File: config.mk
export PLATFORM = sky130hd
export DESIGN_NAME = demux13_7_sched
export DESIGN_NICKNAME = d
export VERILOG_FILES = /design/src/rtl/demux13_7_sched_pkg.sv /design/src/rtl/demux13_7_sched_ptr.sv /design/src/rtl/demux13_7_sched.sv
export SDC_FILE = /design/constraint.sdc
export NUM_CORES = 1
export LEC_CHECK = 0
export CAP_MARGIN = 5
export CORE_ASPECT_RATIO = 1.25
export CORE_MARGIN = 2
export CORE_UTILIZATION = 50
export DETAILED_ROUTE_END_ITERATION = 8
export PLACE_DENSITY = 0.84
export REMOVE_ABC_BUFFERS = 1
export SLEW_MARGIN = 20
export SYNTH_ARGS = -nofsm -noshare
export SYNTH_HDL_FRONTEND = slang
export SYNTH_SLANG_ARGS = --single-unit
export TNS_END_PERCENT = 30
File: constraint.sdc
create_clock -name i_clk -period 3.8 [get_ports i_clk]
set_clock_uncertainty 0.2 [all_clocks]
set_input_delay 0.76 -clock i_clk [delete_from_list [all_inputs] [get_ports i_clk]]
set_output_delay 0.76 -clock i_clk [all_outputs]
set_load 0.05 [all_outputs]
File: src/rtl/demux13_7_sched_pkg.sv
// Shared constants and encodings for the 13-bit / 7-channel scheduler.
// Module parameters take their defaults from here.
package demux13_7_sched_pkg;

    localparam int WIDTH     = 13;
    localparam int NCH       = 7;
    localparam int SELW      = 3;
    localparam int STALL_MAX = 15;

    // Error and stall counters share one saturating width.
    localparam int                CNT_W   = 8;
    localparam logic [CNT_W-1:0]  CNT_MAX = '1;

    typedef enum logic {
        ST_IDLE = 1'b0,
        ST_HOLD = 1'b1
    } state_e;

    typedef enum logic {
        MODE_RR   = 1'b0,
        MODE_ADDR = 1'b1
    } mode_e;

endpackage

File: src/rtl/demux13_7_sched_ptr.sv
// Mod-NCH wrapping pointer with advance/load controls.
// Also exposes the wrapped successor of an arbitrary channel, used for stall retarget.
module demux_rr_ptr #(
    parameter int NCH  = demux13_7_sched_pkg::NCH,
    parameter int SELW = demux13_7_sched_pkg::SELW
) (
    input  logic            i_clk,
    input  logic            i_rst_n,
    input  logic            i_adv,
    input  logic            i_load,
    input  logic [SELW-1:0] i_load_val,
    input  logic [SELW-1:0] i_cur,
    output logic [SELW-1:0] o_ptr,
    output logic [SELW-1:0] o_ptr_inc,
    output logic [SELW-1:0] o_cur_inc
);

    logic [SELW-1:0] r_ptr;

    function automatic logic [SELW-1:0] f_wrap_inc(input logic [SELW-1:0] v);
        return (v == SELW'(NCH - 1)) ? '0 : v + SELW'(1);
    endfunction

    assign o_ptr     = r_ptr;
    assign o_ptr_inc = f_wrap_inc(r_ptr);
    assign o_cur_inc = f_wrap_inc(i_cur);

    // A load (retarget) and an advance (delivery) never coincide; load wins anyway.
    always_ff @(posedge i_clk) begin
        if (!i_rst_n) begin
            r_ptr <= '0;
        end else if (i_load) begin
            r_ptr <= i_load_val;
        end else if (i_adv) begin
            r_ptr <= o_ptr_inc;
        end
    end

endmodule

File: src/rtl/demux13_7_sched.sv
// Valid/ready scheduler: holds one word and presents it to one of NCH channels,
// chosen round-robin or by a per-word destination, with stall retargeting in round-robin.
module demux13_7_sched #(
    parameter int WIDTH     = demux13_7_sched_pkg::WIDTH,
    parameter int NCH       = demux13_7_sched_pkg::NCH,
    parameter int SELW      = demux13_7_sched_pkg::SELW,
    parameter int STALL_MAX = demux13_7_sched_pkg::STALL_MAX
) (
    input  logic             i_clk,
    input  logic             i_rst_n,
    input  logic             i_in_valid,
    output logic             o_in_ready,
    input  logic [WIDTH-1:0] i_in_data,
    input  logic [SELW-1:0]  i_in_dest,
    input  logic             i_mode,
    output logic [WIDTH-1:0] o_out_data,
    output logic [SELW-1:0]  o_select,
    output logic [NCH-1:0]   o_out_valid,
    input  logic [NCH-1:0]   i_out_ready,
    output logic [7:0]       o_err_cnt
);

    import demux13_7_sched_pkg::*;

    state_e             r_state;
    state_e             w_state_nxt;
    logic [WIDTH-1:0]   r_out_data;
    logic [SELW-1:0]    r_select;
    mode_e              r_held_mode;
    logic [CNT_W-1:0]   r_stall_cnt;
    logic [CNT_W-1:0]   r_err_cnt;

    logic               w_hold;
    logic               w_fire;
    logic               w_in_ready;
    logic               w_accept;
    mode_e              w_mode_in;
    logic               w_illegal;
    logic               w_load;
    logic               w_rr_adv;
    logic               w_stalled;
    logic               w_retarget;
    logic [SELW-1:0]    w_ptr;
    logic [SELW-1:0]    w_ptr_inc;
    logic [SELW-1:0]    w_sel_inc;
    logic [SELW-1:0]    w_rr_target;
    logic [SELW-1:0]    w_target;

    assign w_hold     = (r_state == ST_HOLD);
    assign w_fire     = w_hold & i_out_ready[r_select];
    assign w_in_ready = i_rst_n & (~w_hold | w_fire);
    assign w_accept   = i_in_valid & w_in_ready;
    assign w_mode_in  = mode_e'(i_mode);

    // Illegal destinations are consumed and counted but never loaded.
    assign w_illegal  = (w_mode_in == MODE_ADDR) &
                        ({1'b0, i_in_dest} >= (SELW+1)'(NCH));
    assign w_load     = w_accept & ~w_illegal;

    assign w_rr_adv   = w_fire & (r_held_mode == MODE_RR);
    assign w_stalled  = w_hold & ~w_fire;

    // Retarget on the edge that ends the STALL_MAX-th cycle spent on one channel.
    assign w_retarget = w_stalled & (r_held_mode == MODE_RR) &
                        (r_stall_cnt == CNT_W'(STALL_MAX - 1));

    // A delivery in the same cycle as an accept hands the new word the advanced pointer.
    assign w_rr_target = w_rr_adv ? w_ptr_inc : w_ptr;
    assign w_target    = (w_mode_in == MODE_ADDR) ? i_in_dest : w_rr_target;

    demux_rr_ptr #(
        .NCH  (NCH),
        .SELW (SELW)
    ) u_ptr (
        .i_clk      (i_clk),
        .i_rst_n    (i_rst_n),
        .i_adv      (w_rr_adv),
        .i_load     (w_retarget),
        .i_load_val (w_sel_inc),
        .i_cur      (r_select),
        .o_ptr      (w_ptr),
        .o_ptr_inc  (w_ptr_inc),
        .o_cur_inc  (w_sel_inc)
    );

    always_ff @(posedge i_clk) begin
        if (!i_rst_n) begin
            r_state <= ST_IDLE;
        end else begin
            r_state <= w_state_nxt;
        end
    end

    always_comb begin
        w_state_nxt = r_state;
        case (r_state)
            ST_IDLE: if (w_load)            w_state_nxt = ST_HOLD;
            ST_HOLD: if (w_fire && !w_load) w_state_nxt = ST_IDLE;
            default:                        w_state_nxt = ST_IDLE;
        endcase
    end

    always_ff @(posedge i_clk) begin
        if (!i_rst_n) begin
            r_out_data  <= '0;
            r_select    <= '0;
            r_held_mode <= MODE_RR;
            r_stall_cnt <= '0;
        end else if (w_load) begin
            r_out_data  <= i_in_data;
            r_select    <= w_target;
            r_held_mode <= w_mode_in;
            r_stall_cnt <= '0;
        end else if (w_retarget) begin
            r_select    <= w_sel_inc;
            r_stall_cnt <= '0;
        end else if (w_stalled && r_stall_cnt != CNT_MAX) begin
            r_stall_cnt <= r_stall_cnt + CNT_W'(1);
        end
    end

    always_ff @(posedge i_clk) begin
        if (!i_rst_n) begin
            r_err_cnt <= '0;
        end else if (w_accept && w_illegal && r_err_cnt != CNT_MAX) begin
            r_err_cnt <= r_err_cnt + CNT_W'(1);
        end
    end

    assign o_in_ready  = w_in_ready;
    assign o_out_data  = r_out_data;
    assign o_select    = r_select;
    assign o_out_valid = w_hold ? (NCH'(1) << r_select) : '0;
    assign o_err_cnt   = r_err_cnt;

    a_valid_onehot: assert property (@(posedge i_clk) disable iff (!i_rst_n)
        $onehot0(o_out_valid));
    a_select_legal: assert property (@(posedge i_clk) disable iff (!i_rst_n)
        ({1'b0, r_select} < (SELW+1)'(NCH)));

endmodule

---- Word-level counts from Yosys, hierarchy flattened ----
Index checks and enable logic that the tools add are counted.
W data, S select, Z words.
cells by class
  $add $sub $neg .......................... 4
  order comparisons ....................... 2
  equality and inequality tests ........... 5
  shifts and indexed selects .............. 1
  muxes and demuxes ....................... 13
  bitwise logic cells ..................... 15
  reduce and logical (&&, ||, !) cells .... 7
operators with widths
  kind                   number
  $mux W3                7
  $add A8 B1 Y8 const B  2
  $ne A8 B8 Y1 const B   2
  $and A1 B1 Y1          9
  $eq A8 B4 Y1 const B   1
  $mux W7                1
  $shl A1 B3 Y7 const A  1
  $add A3 B1 Y3 const B  2
  $eq A3 B3 Y1 const B   2
  $not A1 Y1             5
  $logic_and A1 B1 Y1    4
  $lt A3 B4 Y1 const B   1
  $bmux W1 S3            1
  $ge A3 B3 Y1 const B   1
  $mux W1                3
  $reduce_or A3 Y1       1
  $pmux W1 S2            1
  $reduce_bool A2 Y1     1
  $logic_not A1 Y1       1
  $or A1 B1 Y1           1
storage, ports and cells
  register bits after elaboration ......... 37
  output and inout port bits .............. 32
  logic and storage cells ................. 54

---- Logic depth before layout (Yosys ltp) ----
  depth in word-level cells ............... 11
  depth in mapped cells ................... 8
  depth with buffers taken out ............ 6

---- Cells and area by module ----
A second synthesis with hierarchy kept.
unflattened totals
  cells, all modules ...................... 250
  area total of the unflattened synthesis .. 2,053.2 um2
by module, submodules not included
  module           instances  cells an instance  area each (um2)  sequential area each (um2)
  demux13_7_sched  1          223                1,841.8          680.7
  demux_rr_ptr     1          27                 211.5            60.1

---- Least setup slack after synthesis ----
No wires, ideal clock.
  kind .................................... flip-flop to output port
  from .................................... register r_select[0], in the netlist o_select[0]
  to ...................................... output port o_in_ready
  data arrival time ....................... 2.095 ns
  required time ........................... 2.840 ns
  path slack .............................. 0.745 ns
  stages on the path, launching flop included .. 6
  buffers on the path ..................... 1
  cells stage by stage .................... dfxtp_1 clkbuf_1 nand3b_1 o211ai_2 a21oi_4 nor2_1
on the way
  word-level cells in the longest chain between the ends .. 5
RTL lines
  what                           RTL line                text
  start: declaration             demux13_7_sched.sv:28   logic [SELW-1:0] r_select;
  start signal: assignment       demux13_7_sched.sv:111  r_select <= w_target;
  start signal: assignment       demux13_7_sched.sv:115  r_select <= w_sel_inc;
  $bmux W1 S3                    demux13_7_sched.sv:50   assign w_fire = w_hold & i_out_ready[r_select];
  $mux W1 (not written as such)  demux13_7_sched.sv:50
  $and A1 B1 Y1                  demux13_7_sched.sv:50
  $or A1 B1 Y1                   demux13_7_sched.sv:51   assign w_in_ready = i_rst_n & (~w_hold | w_fire);
  $and A1 B1 Y1                  demux13_7_sched.sv:51
  end: declaration               demux13_7_sched.sv:12   output logic o_in_ready,
Every way passes these cells. The select of a mux whose other input is x is not followed.

---- Worst setup path after layout ----
  from .................................... input port i_out_ready[6]
  to ...................................... output port o_in_ready
on the way
  word-level cells in the longest chain between the ends .. 5
RTL lines
  what                           RTL line               text
  start: declaration             demux13_7_sched.sv:19  input logic [NCH-1:0] i_out_ready,
  $bmux W1 S3                    demux13_7_sched.sv:50
  $mux W1 (not written as such)  demux13_7_sched.sv:50
  $and A1 B1 Y1                  demux13_7_sched.sv:50
  $or A1 B1 Y1                   demux13_7_sched.sv:51
  $and A1 B1 Y1                  demux13_7_sched.sv:51
Every way passes these cells. The select of a mux whose other input is x is not followed.

==> run_results.csv <==
group,metric,value,unit
detailed_routing,via_count,1811,
placed_design,gp_congestion,0.883,
run_status,status,"finished clean",
timing,slew_headroom,0.647,
logic_synthesis,synth.avg_cell_area,8.84,um2
power,pwr-share-comb,0.208,
setup_path,slowest_delay,0.45,ns
clock_network,cts_resized,0,
power,p_seq_frac,0.402,
worst_hold_path,worst_hold_path.num_cells,2,
timing,fin_setup_tns,0,ns
detailed_routing,routed_wl,4660,um
timing,slew_violations,0,
global_route,overflow,0,
logic_synthesis,yosysUniqueCellTypes,47,
placed_design,dpl_worst_slack,0.560,ns
global_route,gr-usage-all-layers,0.219,
setup_path,required,2.84,ns
setup_path,cp_cell_sequence,"clkdlybuf4s50_1 > mux2i_1 > o211ai_2 > a21oi_4 > nor2_1 > buf_12",
floorplan,dieArea,0.00444,mm2
logic_synthesis,syn_area,0.00196,mm2
worst_hold_path,hp-class,"reg -> reg",
floorplan,initial_core_util,0.518,
detailed_routing,antenna_left,0,
logic_synthesis,synthCells,222,
clock_network,cts_buffers,5,
timing,tightest_slew,0.528,ns
logic_synthesis,ys_seq_area_frac,0.378,
detailed_routing,drt-wirelength-per-cell,13.9,um
timing,setup_slack,0.580,ns
setup_path,r2r_end,"o_out_data[2]",
power,ir_worst_vdd,0.257,mV
detailed_routing,dr.pass1.iters,4,
power,power.density,385,mW/mm2
worst_hold_path,min_to,"r_held_mode",
placed_design,dp_hpwl,3470,um
global_route,grt_pass1_wl,7260,um
finish,syn2layout_area_growth,39.0,%
timing,hold_violations,0,
clock_network,htree_levels,2,
clock_network,clk_latency,0.29,ns
detailed_routing,drt_iter0_drc,84,
setup_path,start_kind,"input pin",
clock_network,cts_max_path_buffers,2,
logic_synthesis,ys_ff_latch,37,
worst_hold_path,hp-start,"r_held_mode",
floorplan,fp-row-count,25,
detailed_routing,drc_errors,0,
setup_path,startpoint,"i_out_ready[6]",
clock_network,path_clk_slew,0.07,ns
timing,fmax,0.311,GHz
clock_network,cts_tree,"yes",
finish,drive_gt1_frac,0.0745,
setup_path,critical_path.slowest_cell,"clkdlybuf4s50_1",
setup_path,r2r_slack,1.35,ns
setup_path,arrival,2.26,ns
timing,grt_setup_unrepaired,"no",
clock_network,cts.sinks,37,
power,pwr-share-clk,0.390,
finish,fin_area,0.00273,mm2
timing,fin_crit_sh,0.847,
finish,antennaDiodeCount,0,
placed_design,port_buffers,58,
setup_path,worst-r2r-cell-count,6,
clock_network,root_buffer,"clkbuf_8",
global_route,antenna_found_initial,0,
power,p_leak,0.00104,uW
timing,finalSetupViolCount,0,
clock_network,post_cts_buffers,0,
placed_design,placed_area,0.00259,mm2
setup_path,end_kind,"output port",
run,max_cap_viol_count,0,
global_route,grt_max_degree,27,
logic_synthesis,ys_warn_count,0,
global_route,grt_pass1_vias,1647,
power,swShare,0.276,
floorplan,die_h,74.0,um
power,p_int,759,uW
floorplan,boundaryPins,59,
setup_path,cp_max_fo,7,
detailed_routing,viasPerCell,5.39,
clock_network,postCtsHoldBufs,0,
finish,nNetsFinal,312,
setup_path,path_class,"in -> out",
floorplan,coreArea,0.00378,mm2
timing,fin_crit,3.22,ns
setup_path,r2r_start,"o_select[1]",
power,p_sw,290,uW
floorplan,die_x,60.0,um
## synth_stat cells, drive strengths merged
master   instances  share of area
nor3             6          0.021
a22o             1         0.0045
o211a            1         0.0051
nor2            38          0.077
and2             3         0.0096
o21a             1         0.0038
a211oi           2         0.0077
o311a            1         0.0051
dfxtp           37           0.38
o211ai           2          0.010
nor2b            4          0.013
nor4bb           1         0.0051
mux2             1         0.0057
xnor2            3          0.013
a22oi            3          0.018
mux2i           22           0.11
inv              4         0.0077
nand4           11          0.035
a21boi           1         0.0038
or4              1         0.0038
o2111ai          1         0.0045
buf              2          0.011
a21oi            9          0.029
ha               4          0.026
nor4             3         0.0096
clkinv           1         0.0019
a21bo            1         0.0051
a32o             1         0.0051
nor3b            1         0.0038
a31oi            1         0.0032
nand3            5          0.013
nand3b           3          0.011
xor2             6          0.027
o221ai           1         0.0045
nand2           18          0.034
o21ai            4          0.010
nand2b           6          0.019
a221oi           1          0.013
and3             4          0.013
or2              1         0.0032
clkbuf           6          0.011
## stage by stage
stage               hold WS (ns)  power (uW)   util  instances
finish                     0.281        1050  0.721        336
global route               0.306        1090  0.721        336
CTS                        0.285        1060  0.721        336
detailed placement         0.275         649  0.684        328
global placement           0.267         646  0.684        328
floorplan                  0.245         565      -        214
## final cells by class
type	count	area (um2)
multi-input cells	172	1160
fillers	291	1060
flip-flops and latches	37	741
repair buffers	60	606
clock buffers	5	68.8
clock inverters	3	68.8
well taps	54	67.6
inverters	5	18.8
## state kept, by name, summed over array words and instances, names as in the netlist
| signal | cells |
|---|---|
| o_out_data | 13 |
| o_err_cnt | 8 |
| r_stall_cnt | 8 |
| o_select | 3 |
| u_ptr.o_ptr | 3 |
| r_held_mode | 1 |
| r_state | 1 |
## cells by family after synthesis
kind of cell    Yosys count  synth area share
simple gates            105             0.271
flops                    37             0.378
compound gates           31             0.133
mux                      23             0.120
buf+inv                  13            0.0325
xor+xnor                  9            0.0402
fa+ha+maj                 4            0.0255
## worst max-delay path: cells and delay by family
kind                   cells  cell delay, ns
and+or+nand+nor            1            0.23
AOI/OAI and AO/OA          2            0.54
buffers and inverters      2            0.62
muxes                      1            0.09
## how the worst max path moves through the flow
stage / to / cells past startpoint / slack, ns
global placement: o_in_ready / 6 / 0.59
CTS: o_in_ready / 6 / 0.56
finish: o_in_ready / 6 / 0.58
floorplan: o_in_ready / 4 / 0.63
detailed placement: o_in_ready / 6 / 0.56
global route: o_in_ready / 6 / 0.51
## power by group through the flow
stage / sequential [uW] / combinational (uW) / clock (uW)
CTS: 422 / 220 / 422
floorplan: 469 / 95.6 / 0
detailed placement: 431 / 218 / 0
finish: 422 / 218 / 409
global placement: 430 / 216 / 0
global route: 425 / 233 / 435
## routing by layer
metal,GRT usage,vias up,part of all wire
met4,0.121,0,0.028
met5,0,-,0
met3,0.0609,11,0.063
met2,0.364,60,0.51
li1,-,911,-
met1,0.250,829,0.40
## cells in the final DEF, fill, tap and decap left out, types with 2 or more instances in the layout
| cell | count |
|---|---|
| a211oi_1 | 2 |
| a21oi_1 | 8 |
| a22oi_1 | 2 |
| and2_1 | 3 |
| and3_1 | 4 |
| buf_4 | 2 |
| bufinv_16 | 2 |
| clkbuf_8 | 5 |
| clkdlybuf4s50_1 | 57 |
| dfxtp_1 | 37 |
| ha_1 | 4 |
| inv_1 | 4 |
| mux2i_1 | 21 |
| nand2_1 | 18 |
| nand2b_1 | 6 |
| nand3_1 | 5 |
| nand3b_1 | 3 |
| nand4_1 | 11 |
| nor2_1 | 37 |
| nor2b_1 | 4 |
| nor3_1 | 5 |
| nor4_1 | 3 |
| o21ai_0 | 4 |
| xnor2_1 | 3 |
| xor2_1 | 6 |
Note: power is estimated with default switching activity, not from simulation.
